### config.mk
export PLATFORM = sky130hd
export DESIGN_NAME = alu_seq_ctrl
export DESIGN_NICKNAME = d
export VERILOG_FILES = /design/src/rtl/alu_seq_ctrl.sv
export SDC_FILE = /design/constraint.sdc
export NUM_CORES = 1
export LEC_CHECK = 0
export CAP_MARGIN = 20
export CELL_PAD_IN_SITES_DETAIL_PLACEMENT = 2
export CELL_PAD_IN_SITES_GLOBAL_PLACEMENT = 2
export CORE_AREA = 2 2 88 107
export CTS_BUF_LIST = sky130_fd_sc_hd__clkbuf_8
export DETAILED_ROUTE_END_ITERATION = 10
export DIE_AREA = 0 0 90 109
export MAX_ROUTING_LAYER = met4
export PLACE_DENSITY = 0.87
export SLEW_MARGIN = 30
export SYNTH_ARGS = -nofsm -noshare
export SYNTH_HDL_FRONTEND = slang
export SYNTH_SLANG_ARGS = --single-unit
### constraint.sdc
create_clock -name clock -period 1.9 [get_ports clock]
set_clock_uncertainty 0.2 [all_clocks]
set_input_delay 0.57 -clock clock [delete_from_list [all_inputs] [get_ports clock]]
set_output_delay 0.57 -clock clock [all_outputs]
set_load 0.02 [all_outputs]
### src/rtl/alu_seq_ctrl.sv
// alu_seq_ctrl: instruction sequencer driving reg_bank reads/writes and ALUX start/done handshake.
module alu_seq_ctrl #(
  parameter int TIMEOUT_CYCLES = 64,
  parameter int CNT_W = 16
) (
  input  logic             clock,
  input  logic             reset,
  input  logic             instr_valid,
  output logic             instr_ready,
  input  logic             instr_ld,
  input  logic [3:0]       instr_opr,
  input  logic [3:0]       instr_rd,
  input  logic [3:0]       instr_ra,
  input  logic [3:0]       instr_rb,
  input  logic             instr_cnstA,
  input  logic             instr_cnstB,
  input  logic [1:0]       instr_wmode,
  input  logic             err_clr,
  output logic             regwen,
  output logic [3:0]       selwreg,
  output logic [1:0]       endwreg,
  output logic [3:0]       seloutA,
  output logic [3:0]       seloutB,
  output logic             cnstA,
  output logic             cnstB,
  output logic             enrregA,
  output logic             enrregB,
  output logic             wdata_sel,
  output logic [3:0]       alu_opr,
  output logic             alu_start,
  input  logic             alu_done,
  output logic             busy,
  output logic             err,
  output logic [CNT_W-1:0] instr_count
);
  typedef enum logic [2:0] {S_IDLE, S_READ, S_EXEC, S_WAIT, S_WB, S_ERR} state_t;
  localparam int TW = $clog2(TIMEOUT_CYCLES + 1);
  state_t r_state, w_next;
  logic [TW-1:0] r_wcnt;
  logic [CNT_W-1:0] r_cnt;
  logic r_ld, r_ca, r_cb, r_err;
  logic [3:0] r_opr, r_rd, r_ra, r_rb;
  logic [1:0] r_wm;
  logic w_acc, w_tmo, w_wb;
  assign w_acc = instr_valid & instr_ready;
  // r_wcnt holds the number of WAIT cycles already completed
  assign w_tmo = (r_wcnt == TW'(TIMEOUT_CYCLES - 1));
  always_comb begin
    w_next = r_state;
    case (r_state)
      S_IDLE:  w_next = w_acc ? (instr_ld ? S_WB : S_READ) : S_IDLE;
      S_READ:  w_next = S_EXEC;
      S_EXEC:  w_next = S_WAIT;
      S_WAIT:  w_next = alu_done ? S_WB : (w_tmo ? S_ERR : S_WAIT);
      default: w_next = S_IDLE;
    endcase
  end
  always_ff @(posedge clock) begin
    if (reset) begin
      r_state <= S_IDLE;
      r_wcnt  <= '0;
      r_cnt   <= '0;
      r_err   <= 1'b0;
      r_ld    <= 1'b0;
      r_ca    <= 1'b0;
      r_cb    <= 1'b0;
      r_opr   <= '0;
      r_rd    <= '0;
      r_ra    <= '0;
      r_rb    <= '0;
      r_wm    <= '0;
    end else begin
      r_state <= w_next;
      r_wcnt  <= (r_state == S_WAIT) ? r_wcnt + TW'(1) : '0;
      r_err   <= (r_state == S_ERR) | (r_err & ~err_clr);
      if (r_state == S_WB) r_cnt <= r_cnt + CNT_W'(1);
      if (w_acc) begin
        r_ld  <= instr_ld;
        r_ca  <= instr_cnstA;
        r_cb  <= instr_cnstB;
        r_opr <= instr_opr;
        r_rd  <= instr_rd;
        r_ra  <= instr_ra;
        r_rb  <= instr_rb;
        r_wm  <= instr_wmode;
      end
    end
  end
  assign instr_ready = (r_state == S_IDLE);
  assign busy        = ~instr_ready;
  assign w_wb        = (r_state == S_WB);
  assign regwen      = w_wb;
  assign selwreg     = w_wb ? r_rd : '0;
  assign endwreg     = w_wb ? r_wm : '0;
  assign wdata_sel   = w_wb & r_ld;
  assign seloutA     = busy ? r_ra : '0;
  assign seloutB     = busy ? r_rb : '0;
  assign cnstA       = busy & r_ca;
  assign cnstB       = busy & r_cb;
  assign enrregA     = (r_state == S_READ);
  assign enrregB     = (r_state == S_READ);
  assign alu_opr     = busy ? r_opr : '0;
  assign alu_start   = (r_state == S_EXEC);
  assign err         = r_err;
  assign instr_count = r_cnt;
endmodule

==> After elaboration in Yosys (flattened, before gate mapping) <==
Cells that the tools add are included.
{ "word_totals": {"ff_bits": 48, "in_bits": 26, "output_inout_bits": 44} }
{ "classes": {"add_sub_neg": 2, "n_eq_ne": 6, "n_mux": 10, "bitwise": 9, "reduce_logical": 2} }
{ "op_table": {"columns": ["cell", "n"], "rows": [
  ["16-bit by 1-bit adder with 16-bit output, second input constant", 1],
  ["4-bit 2-to-1 mux", 4],
  ["3-bit 2-to-1 mux", 4],
  ["3-bit one-hot mux with 4 select lines", 1],
  ["7-bit by 1-bit adder with 7-bit output, second input constant", 1],
  ["7-bit by 6-bit equality test with 1-bit output, second input constant", 1],
  ["3-bit by 2-bit equality test with 1-bit output, second input constant", 2],
  ["3-bit equality test, second input constant", 2],
  ["1-bit bitwise AND", 5],
  ["3-bit by 1-bit equality test with 1-bit output, second input constant", 1],
  ["3-bit zero test", 1],
  ["1-bit NOT", 3],
  ["2-bit 2-to-1 mux", 1],
  ["2-bit OR reduction", 1],
  ["1-bit bitwise OR", 1]
]} }

==> Depth between registers and ports, before layout <==
Gate-level depths: netlist of run 1.
{ "logic_depth": {"ltp_word": 4, "ltp_mapped": 6} }

==> Least setup slack after synthesis of run 1 <==
OpenSTA, ideal clock, no wires.
{ "synth_timing": {"kind": "flip-flop to output port", "startpoint": "register r_state[0]", "endpoint": "output port busy", "arrival_time_ns": 1.602, "required_time_ns": 1.130, "setup_slack_ns": -0.472, "path_stages_with_launch": 5, "n_path_buf": 2, "cell_sequence": "dfxtp_1 buf_6 nor3_1 clkbuf_1 inv_1"} }
{ "synth_via": {"elab_chain_cells": 2} }
{ "synth_rtl": {"columns": ["element", "line", "source"], "rows": [
  ["start: declaration", "38", "state_t r_state, w_next;"],
  ["start signal: assignment", "73", "r_state <= w_next;"],
  ["3-bit zero test", "89", "assign instr_ready = (r_state == S_IDLE);"],
  ["via instr_ready", "9", "output logic instr_ready,"],
  ["1-bit NOT", "90", "assign busy = ~instr_ready;"],
  ["end: declaration", "32", "output logic busy,"]
]} }
The timed path passes the listed nets, and every way through them passes these cells.

==> Final worst setup path of run 1 <==
{ "layout_timing": {"startpoint": "register r_state[2]", "endpoint": "output port cnstB"} }
{ "layout_via": {"elab_chain_cells": 3} }
{ "layout_rtl": {"columns": ["element", "line", "source"], "rows": [
  ["3-bit zero test", "89", null],
  ["1-bit NOT", "90", null],
  ["1-bit bitwise AND", "99", "assign cnstB = busy & r_cb;"],
  ["end: declaration", "25", "output logic cnstB,"]
]} }
Every way passes these cells.

==> flow_summary.toml, run 1 <==
[run_status]
status = "complete, but fails checks"
violations = "setup timing"

[hold_path]
hold_path_end = "r_opr[1]"
hold_path_depth = 2
worstHoldStart = "r_opr[1]"
hold_class = "reg2reg"

[layout]
fin_cells = 464
drive_gt1_share_pct = 24.4
syn2layout_area_growth_pct = 56.2
finalNetCount = 371
n_fill_cell = 1049
n_antenna_cell = 0

[synth]
syn_inst = 253
syn_area_um2 = 2080
synth.most_common_cell = "nand2_1"
synth-warning-count = 0
netlist.area_leader.share_pct = 46.3
ys_top_cells_by_count = "51 x nand2_1, 48 x dfxtp_1, 30 x a21oi_1, 18 x nor2_1, 14 x nor2b_1"
yosysTopAreaCell = "dfxtp_1"
synth_cell_types = 35
synthFlopType = "dfxtp_1"
syn_avg_cell_area_um2 = 8.20
yosysSeqAreaShare_pct = 46.3
async_flop_share_pct = 0
syn-num-nets = 281
ys_seq_elements = 48
synth_edf_count = 0
synth.top_cells.by_area = "dfxtp_1 46%, nand2_1 9.2%, a21oi_1 7.2%"

[route]
vias_per_cell = 4.56
wl_per_cell_um = 15.4
drt_iter0_markers = 44
vias = 2114
totalWireLength_mm = 7.16
drtAntennaViolNets = 0
firstDrtPassIters = 4
drc = 0

[floorplan]
die_h_um = 109
initial_core_util_pct = 23.5
dieArea_um2 = 9810
io_pins = 70
rows = 38
die_w_um = 90
core_um2 = 8840

[worst_setup_path]
ff2ff_path_depth = 4
reg2reg_slack_ps = -50
cp-start-kind = "flop"
crit_path_end_kind = "output pin"
crit_arrival_ps = 1320
crit_fanout = 9
r2r-end = "instr_count[11]"
reg2reg_from = "r_state[0]"
required_ps = 1130
worstSetupPathType = "reg2out"
critPathLaunch = "r_state[2]"

[placed_design]
gp_routability_congestion = 0.725
dp.cells = 448
io_buffers = 69
dp_hpwl_mm = 5.08

[clock_tree]
clkSlewWorstSetupHoldPaths_ps = 100
clockBufferDepth = 2
cts_tree = "done"
cts_buffers = 5
root_buffer = "clkbuf_8"
insertion_delay_ps = 300
cts_sinks = 48
h-tree-depth = 2
cts_hold_buffers = 0

[timing]
hold_viol = 0
max_slew_margin_pct = 76.1
clock.fmax_mhz = 478
setup_ws_ps = -190
fin_crit_ps = 2090
tightest_slew_ps = 357
rsz0062_at_grt = "yes"
setup_viol = 28
fin_crit_sh_pct = 110
finalMaxSlewViolations = 0

[global_route]
grt_start_max_net_pins = 22
grt_pass1_vias = 2222
grt_overflow = 0
antenna_found_initial = 0
grt_pass1_wl_mm = 11.2
grt_usage_pct = 14.6

[power]
p_total_uw = 2280
powerDensity_nw_per_um2 = 704
p_leak_uw = 0.00135
ir_drop_mv = 0.262

[job]
maxCapViolations = 0
[state kept, by name (all words and copies together) (netlist names)]
| register | flops |
|---|---|
| r_ca | 1 |
| r_wcnt | 7 |
| r_rd | 4 |
| err | 1 |
| r_cb | 1 |
| r_ra | 4 |
| r_wm | 2 |
| r_ld | 1 |
| r_opr | 4 |
| instr_count | 16 |
| r_state | 3 |
| r_rb | 4 |
[power breakdown]
part	internal, µW	switching (µW)
Combinational	227	228
Clock	390	363
Sequential	1050	29.2
Total	1660	620
[what timing repair did]
action | in CTS | in global routing
hold endpoints to repair | 0 | 0
gates cloned | 1 | 1
pin swaps | 2 | 4
buffers inserted | 3 | 5
gates resized for setup | 158 | 34
setup endpoints to repair | 47 | 39
[layout by cell type (no fill, tap or decap), drive strengths merged]
master,Yosys,final
and3b,1,1
o211ai,1,1
nand2b,1,1
or4,1,1
ha,2,2
nand2,51,51
or3b,1,1
and4b,1,1
nor3,4,4
nor4,1,1
nand4,4,4
xnor2,6,6
nor2b,14,14
nor3b,2,2
clkinv,0,1
and4,3,3
xor2,7,7
a21oi,30,30
clkdlybuf4s50,0,25
clkinvlp,0,1
nand3,11,11
buf,8,56
a31o,1,1
a21boi,1,1
o31ai,2,2
nor2,18,18
dfxtp,48,48
and3,9,9
and4bb,1,1
nand3b,2,2
dlygate4sd2,0,14
bufinv,0,1
clkdlybuf4s15,0,3
or3,4,4
inv,4,4
o21ai,4,4
clkbuf,7,5
a2bb2oi,1,1
and2,2,2
[worst max path at each step]
stage / end / cells after the start
final: cnstB / 4
after global routing: alu_opr[0] / 4
after CTS: cnstB / 5
after detailed placement: regwen / 3
after global placement: regwen / 3
after floorplan: alu_start / 2
[worst max-delay path, cell delays in order (launching register included)]
cell and delay [ps]:
dfxtp_4 380, nor3_4 240, buf_6 180, nor2b_1 60, buf_4 150
[layer usage]
| metal | GRT usage, % | wire length (µm) | up-vias | share of wire (%) |
|---|---|---|---|---|
| li1 | - | - | 1026 | - |
| met1 | 15.9 | 2930 | 1028 | 41 |
| met2 | 27.5 | 3920 | 52 | 55 |
| met3 | 2.97 | 257 | 8 | 3.6 |
| met4 | 3.52 | 57 | 0 | 0.80 |
| met5 | - | 0 | - | 0 |
[logic make-up after synthesis]
| group | share of synthesized area (%) |
|---|---|
| simple gates | 31.6 |
| fa+ha+maj | 1.21 |
| xor+xnor | 5.49 |
| flops | 46.3 |
| compound gates | 10.5 |
| buf+inv | 4.88 |
[area by class of cell]
class	instances	area (µm²)	share of cell area, %
Timing Repair Buffer	98	902	27.8
Multi-Input combinational cell	186	1090	33.5
Clock buffer	5	68.8	2.12
Clock inverter	3	42.5	1.31
Inverter	4	17.5	0.540
Tap cell	120	150	4.63
Sequential cell	48	976	30.1
[stage by stage]
stage / TNS [ps] / instance area (µm²) / hold WS, ps / setup slack, ps / utilization, %
6_report: -4010 / 3240 / 260 / -190 / 36.7
5_1_grt: -5630 / 3240 / 284 / -249 / 36.7
4_1_cts: -5380 / 3130 / 264 / -248 / 35.4
3_5_place_dp: -7840 / 3050 / 251 / -378 / 34.5
3_3_place_gp: -6160 / 3050 / 238 / -355 / 34.5
2_1_floorplan: 0 / 2100 / 230 / 19.3 / -
Note: power is estimated with default switching activity, not from simulation.
==> inputs of run 2 (changes only) <==
--- a/config.mk
+++ b/config.mk
@@ -14,6 +14,7 @@
 export DIE_AREA = 0 0 90 109
 export MAX_ROUTING_LAYER = met4
 export PLACE_DENSITY = 0.87
+export SKIP_CTS_REPAIR_TIMING = 1
 export SLEW_MARGIN = 30
 export SYNTH_ARGS = -nofsm -noshare
 export SYNTH_HDL_FRONTEND = slang
==> run 2 against run 1 <==
Net effect:
- the flow still finishes with violations (setup timing)
- sequential share of layout area fell by 1.8 points
- clock power barely moved
- core utilization rose by 2.2 points
- worst setup slack got worse by 79 ps
- combinational power rose by 18%
- via count fell by 0.71%
- register-to-register slack improved by 50 ps
==> flow_summary.toml, run 2 (same netlist as run 1, synthesis figures left out) <==
[route]
drc = 0
vias_per_cell = 4.53
drtAntennaViolNets = 0
firstDrtPassIters = 4
drt_iter0_markers = 54
vias = 2099
wl_per_cell_um = 15.9
totalWireLength_mm = 7.34

[timing]
max_slew_margin_pct = 77.2
fin_crit_ps = 2170
timing.hold.ws_ps = 260
setup_viol = 27
clock.fmax_mhz = 461
tightest_slew_ps = 341
setup_ws_ps = -269
rsz0062_at_grt = "yes"
hold_viol = 0
fin_crit_sh_pct = 114
finalMaxSlewViolations = 0
tns_ps = -5220

[clock_tree]
cts_buffers = 5
cts_tree = "done"
h-tree-depth = 2
cts_sinks = 48
root_buffer = "clkbuf_8"
clockBufferDepth = 2
insertion_delay_ps = 300
clkSlewWorstSetupHoldPaths_ps = 100

[hold_path]
hold_path_depth = 2
hold_path_end = "r_rd[1]"
worstHoldStart = "r_rd[1]"
hold_class = "reg2reg"

[floorplan]
initial_core_util_pct = 23.5
rows = 38
dieArea_um2 = 9810
io_pins = 70
die_w_um = 90
die_h_um = 109
core_um2 = 8840

[worst_setup_path]
cp-start-kind = "flop"
crit_arrival_ps = 1400
worstSetupPathType = "reg2out"
reg2reg_from = "r_state[2]"
reg2reg_slack_ps = 0
crit_path_end_kind = "output pin"
crit_fanout = 8
ff2ff_path_depth = 4
r2r-end = "instr_count[11]"
required_ps = 1130

[layout]
finalNetCount = 370
n_antenna_cell = 0
drive_gt1_share_pct = 25.9
layout_common_cells = "51 x nand2_1, 43 x dfxtp_1, 30 x a21oi_1, 29 x buf_4, 25 x clkdlybuf4s50_1"
seq_area_um2 = 972
largest_reg_flops = 16
syn2layout_area_growth_pct = 65.6
layout_commonest_cell = "nand2_1"
multiInputGateArea_um2 = 1150
n_fill_cell = 1000

[power]
p_total_uw = 2370
p_leak_uw = 0.00163
powerDensity_nw_per_um2 = 688
ir_drop_mv = 0.261

[placed_design]
dp_hpwl_mm = 5.08
io_buffers = 69
gp_routability_congestion = 0.725

[run_status]
status = "complete, but fails checks"
violations = "setup timing"

[global_route]
grt_pass1_wl_mm = 10.8
antenna_found_initial = 0
grt_start_max_net_pins = 22
grt_usage_pct = 14.1
grt_pass1_vias = 2212
grt_overflow = 0

[job]
maxCapViolations = 0
run 2: changes by cell type in the layout (fill, tap and decap cells not counted), moves of 4 or more:
cell            change
buf_4               +5
buf_2               -9
nor2b_1            -12
dlymetal6s2s_1     +17
nor2b_4            +12
and3_4              -4
and3_1              +4
dlygate4sd2_1      -14
run 2: report_power, final:
part           internal [µW]  switching (µW)
combinational            284             255
clock                    390             360
sequential              1050            28.4
total                   1720             644
run 2: how the worst max path moves through the flow:
stage	startpoint	to	slack [ps]	depth (start not counted)
CTS	r_state[2]	regwen	-760	3
finish	r_state[1]	seloutA[3]	-270	5
global placement	r_state[2]	regwen	-360	3
global route	r_state[1]	seloutA[3]	-320	5
detailed placement	r_state[2]	regwen	-380	3
floorplan	r_state[2]	alu_start	20	2
run 2: metal layers:
| layer | track usage [%] | up-vias | routed length [µm] |
|---|---|---|---|
| li1 | - | 1025 | - |
| met1 | 15.3 | 1018 | 2910 |
| met2 | 26.6 | 50 | 4120 |
| met3 | 2.70 | 6 | 262 |
| met4 | 3.19 | 0 | 42 |
| met5 | - | - | 0 |
run 2: final cells by class:
class	count	area share, %
well taps	120	4.37
flip-flops and latches	48	28.3
clock buffers	5	2.00
inverters	4	0.509
clock inverters	3	1.24
repair buffers	97	30.1
multi-input cells	186	33.5
run 2: worst max-delay path, cell delays in order, from the launching register on:
cell and delay (ps):
dfxtp_4 380, nor3_4 210, buf_12 140, clkbuf_16 160, nor2b_1 50, buf_4 150
run 2: per-stage QoR:
stage / worst slack, ps / utilization (%) / instances / cell area [µm²]
2_1_floorplan: 19.3 / - / 253 / 2100
3_3_place_gp: -355 / 34.5 / 448 / 3050
3_5_place_dp: -378 / 34.5 / 448 / 3050
4_1_cts: -762 / 35.7 / 456 / 3160
5_1_grt: -319 / 38.9 / 463 / 3440
6_report: -269 / 38.9 / 463 / 3440
==> inputs of run 3 (changes only) <==
--- a/config.mk
+++ b/config.mk
@@ -15,7 +15,7 @@
 export MAX_ROUTING_LAYER = met4
 export PLACE_DENSITY = 0.87
 export SKIP_CTS_REPAIR_TIMING = 1
-export SLEW_MARGIN = 30
+export SLEW_MARGIN = 5
 export SYNTH_ARGS = -nofsm -noshare
 export SYNTH_HDL_FRONTEND = slang
 export SYNTH_SLANG_ARGS = --single-unit
==> results of run 3 <==
Final layout, timing and power as in run 2 (identical DEF).
